File: src/rtl/sort_pkg.sv
// Shared definitions for the sort datapath and its checker.
package sort_pkg;
  localparam int SORT_N = 8;
  localparam int SORT_W = 4;

  typedef logic [SORT_W-1:0] elem_t;

  typedef enum logic [1:0] {IDLE, SCAN, VERIFY, DONE} state_t;

  // Element 0 sits in the most significant slot of the packed vector.
  function automatic elem_t unpack_elem(input logic [SORT_N*SORT_W-1:0] vec,
                                        input int unsigned i);
    return elem_t'(vec >> ((SORT_N - 1 - i) * SORT_W));
  endfunction
endpackage

File: src/rtl/sort_hist.sv
// Signed histogram: one inc and one dec per cycle, plus a read-and-clear port.
module sort_hist
  import sort_pkg::*;
#(
  parameter int W  = SORT_W,
  parameter int HW = $clog2(SORT_N) + 2
) (
  input  logic                 i_clk,
  input  logic                 i_rst_n,
  input  logic                 i_upd_en,
  input  logic [W-1:0]         i_inc_idx,
  input  logic [W-1:0]         i_dec_idx,
  input  logic                 i_rc_en,
  input  logic [W-1:0]         i_rc_idx,
  output logic signed [HW-1:0] o_rc_val
);
  localparam int NB = 1 << W;

  logic [NB-1:0][HW-1:0] r_hist;
  logic [NB-1:0][HW-1:0] w_delta;
  logic [NB-1:0]         w_clr;

  assign o_rc_val = $signed(r_hist[i_rc_idx]);

  // Per-bin net change; inc and dec on the same bin cancel out.
  always_comb begin
    w_delta = '0;
    w_clr   = '0;
    for (int k = 0; k < NB; k++) begin
      if (i_upd_en && i_inc_idx == W'(k) && i_dec_idx != W'(k)) w_delta[k] = HW'(1);
      if (i_upd_en && i_dec_idx == W'(k) && i_inc_idx != W'(k)) w_delta[k] = '1;
      w_clr[k] = i_rc_en && (i_rc_idx == W'(k));
    end
  end

  // Counter array; clear on read wins over update.
  always_ff @(posedge i_clk or negedge i_rst_n) begin
    if (!i_rst_n) begin
      r_hist <= '0;
    end else begin
      for (int k = 0; k < NB; k++) begin
        if (w_clr[k]) r_hist[k] <= '0;
        else          r_hist[k] <= r_hist[k] + w_delta[k];
      end
    end
  end
endmodule

File: config.mk
export PLATFORM = sky130hd
export DESIGN_NAME = sort_hist
export DESIGN_NICKNAME = d
export VERILOG_FILES = /design/src/rtl/sort_pkg.sv /design/src/rtl/sort_hist.sv
export SDC_FILE = /design/constraint.sdc
export NUM_CORES = 1
export LEC_CHECK = 0
export ABC_AREA = 1
export CORE_ASPECT_RATIO = 1.2
export CORE_MARGIN = 8
export CORE_UTILIZATION = 50
export CTS_BUF_LIST = sky130_fd_sc_hd__clkbuf_8
export CTS_CLUSTER_DIAMETER = 100
export CTS_CLUSTER_SIZE = 12
export DETAILED_ROUTE_END_ITERATION = 10
export PLACE_DENSITY = 0.75
export SYNTH_ARGS = -nofsm -noshare
export SYNTH_HDL_FRONTEND = slang
export SYNTH_SLANG_ARGS = --single-unit
File: constraint.sdc
create_clock -name i_clk -period 4.1 [get_ports i_clk]
set_clock_uncertainty 0.1 [all_clocks]
set_input_delay 0.82 -clock i_clk [delete_from_list [all_inputs] [get_ports i_clk]]
set_output_delay 0.82 -clock i_clk [all_outputs]
set_load 0.05 [all_outputs]
==> impl_metrics.tcl <==
set metrics [dict create \
    r2r_slack_ps 2340 \
    post-cts-setup-buffers 0 \
    clock_latency_ps 380 \
    crit-reg2reg-launch "r_hist[55]" \
    num_vias 5713 \
    regToRegEndpoint "r_hist[59]" \
    slew_violations 0 \
    power.density_mw_per_mm2 507.4 \
    crit_cells 7 \
    postCtsHoldBufs 0 \
    dieArea_mm2 0.01643 \
    cts.sinks 80 \
    die_x_um 118.3 \
    n_antenna_cell 0 \
    seq_area_frac_synth_pct 31.85 \
    finalWorstSetupSlack_ps 468.9 \
    slowest_stage "clkdlybuf4s50_1" \
    area_growth_pct 10.07 \
    layout_commonest_cell "nand2_1" \
    totalWireLength_mm 16.17 \
    ant_nets 0 \
    worstMarginPinSlew_ps 929.3 \
    period_needed_ps 3631 \
    cp_num_buf_inv 3 \
    postSynthNetCount 955 \
    ys_warn_count 0 \
    clk_pin_slew_ps 90 \
    worstPathMaxFanout 10 \
    num-fill-cells 1145 \
    cpMostUsedCell "o21ai_0" \
    min_period_over_period_pct 88.56 \
    drt-initial-drc-count 473 \
    rows 45 \
    postSynthAreaPerCell_um2 7.316 \
    max_freq_mhz 275.4 \
    synth_cell_type_count 25 \
    top_regs "r_hist x80" \
    routed_via_density 5.436 \
    gp_congestion 0.9634 \
    reg2regPathDepth 8 \
    io_buffers 20 \
    final-seq-area_mm2 0.002002 \
    dominantRegCellSynth "dfrtp_1" \
    syn-cell-area_mm2 0.006285 \
    cts_buffers 9 \
    p_leak_nw 3.693 \
    outcome "completed" \
    dieHeight_um 138.8 \
    cap_violations 0 \
    dp_hpwl_mm 12.51 \
    fin_nets 980 \
    core_area_mm2 0.01244 \
    clockBufferDepth 2 \
    syn_inst 859 \
    ctsRootBufferMaster "clkbuf_8" \
    first_pass_iters 7 \
    async_flop_share_pct 100.0 \
    crit_family "buffers and inverters" \
    start_util_pct 50.51 \
    most-common-layout-cells "nand2_1, inv_1, nor2_1" \
    num_io_pins 21 \
    ir_drop_mv 0.2229 \
    synth-seq-cells 80 \
    worstSetupPathType "input port to primary output" \
    cp.arrival_ps 2710 \
    path_cells "clkdlybuf4s50_1 -> buf_4 -> nand2_1 -> o21ai_0 -> o21ai_0 -> nand4_1 -> buf_12" \
    cts_max_level 3 \
    top_register "r_hist" \
    antenna_found_initial 0 \
    largest_reg_flops 80 \
    cts_resized 0 \
    setup_viol 0 \
    hp-class "input port to async pin" \
    cts_tree "built" \
    critPathLaunchType "input port" \
    max_stage_delay_ps 590 \
    final.setup.tns_ps 0 \
    overflow 0 \
    end_kind "primary output" \
    grt_pass1_vias 5412 \
    wire_per_inst_um 15.39 \
    synth_enable_flop_cells 0 \
    relSlewSlack_pct 38.04 \
    multi_input_area_mm2 0.003661 \
    grt_max_degree 69 \
    layout-drive-gt1-share_pct 7.328 \
    drc 0 \
    post-place-ws_ps 554.7 \
    grt_pass1_wl_mm 26.32 \
    hold_viol 0 \
    rsz0062_at_grt "no" \
    critical_path_required_ps 3180 \
    grt_usage_pct 20.03 \
]
-- area by class of cell --
cell class	count	share of cell area, %
clock buffer	11	2.188
clock inverter	3	0.6149
inverter	146	7.922
multi-input combinational	620	52.92
sequential	80	28.94
tap	164	2.966
timing repair buffer	27	4.449
-- report_power, final --
group	internal (mW)	total, mW	switching [mW]
Combinational	0.566	1.36	0.796
Sequential	1.17	1.53	0.362
Clock	0.307	0.615	0.308
-- stage by stage --
step	hold slack [ps]	util [%]	instances	total power, mW	area (um^2)
detailed placement	497.8	54.04	1037	2.891	6724
floorplan	424.4	-	859	2.396	6285
CTS	509.9	55.60	1051	3.515	6918
global placement	491.2	54.04	1037	2.838	6724
finish	465.1	55.60	1051	3.510	6918
global route	539.8	55.60	1051	3.787	6918
-- Yosys cell counts, types with 10 or more instances --
library cell	instances	share of area, %
ha_1	64	13
inv_1	141	8.4
fa_1	16	5.1
dfrtp_1	80	32
nand4_1	32	3.2
nand3_2	12	1.9
o21ai_0	38	3.0
nand2_1	186	11
nor2_1	125	7.5
a21oi_1	47	3.7
a31oi_1	10	1.0
nand3_1	50	4.0
xor2_1	13	1.8
-- kinds of logic after synthesis --
kind of cell               count (synthesis)  share of synthesized area, %
and+or+nand+nor                          425                         29.96
DFF                                       80                         31.85
AOI/OAI and AO/OA                        100                         8.361
xor gates and xnor gates                  15                         2.090
buffers and inverters                    159                         9.895
adders and majority gates                 80                         17.84
-- metal layers --
metal | wire length (um) | vias up | global-route usage (%) | part of all wire (%)
li1 | - | 2798 | - | -
met1 | 6943 | 2659 | 24.90 | 43
met2 | 7394 | 209 | 32.18 | 46
met3 | 1154 | 47 | 3.422 | 7.1
met4 | 679 | 0 | 11.49 | 4.2
met5 | 0 | - | 0 | 0
-- worst max path at each step --
stage,from,to,slack [ps]
global route,i_rc_idx[1],o_rc_val[4],420
finish,i_rc_idx[1],o_rc_val[4],470
global placement,i_rc_idx[1],o_rc_val[4],570
detailed placement,i_rc_idx[1],o_rc_val[4],550
floorplan,i_rc_idx[0],o_rc_val[4],1240
CTS,i_rc_idx[1],o_rc_val[4],540
No activity file was read; power rests on OpenSTA's default activity.
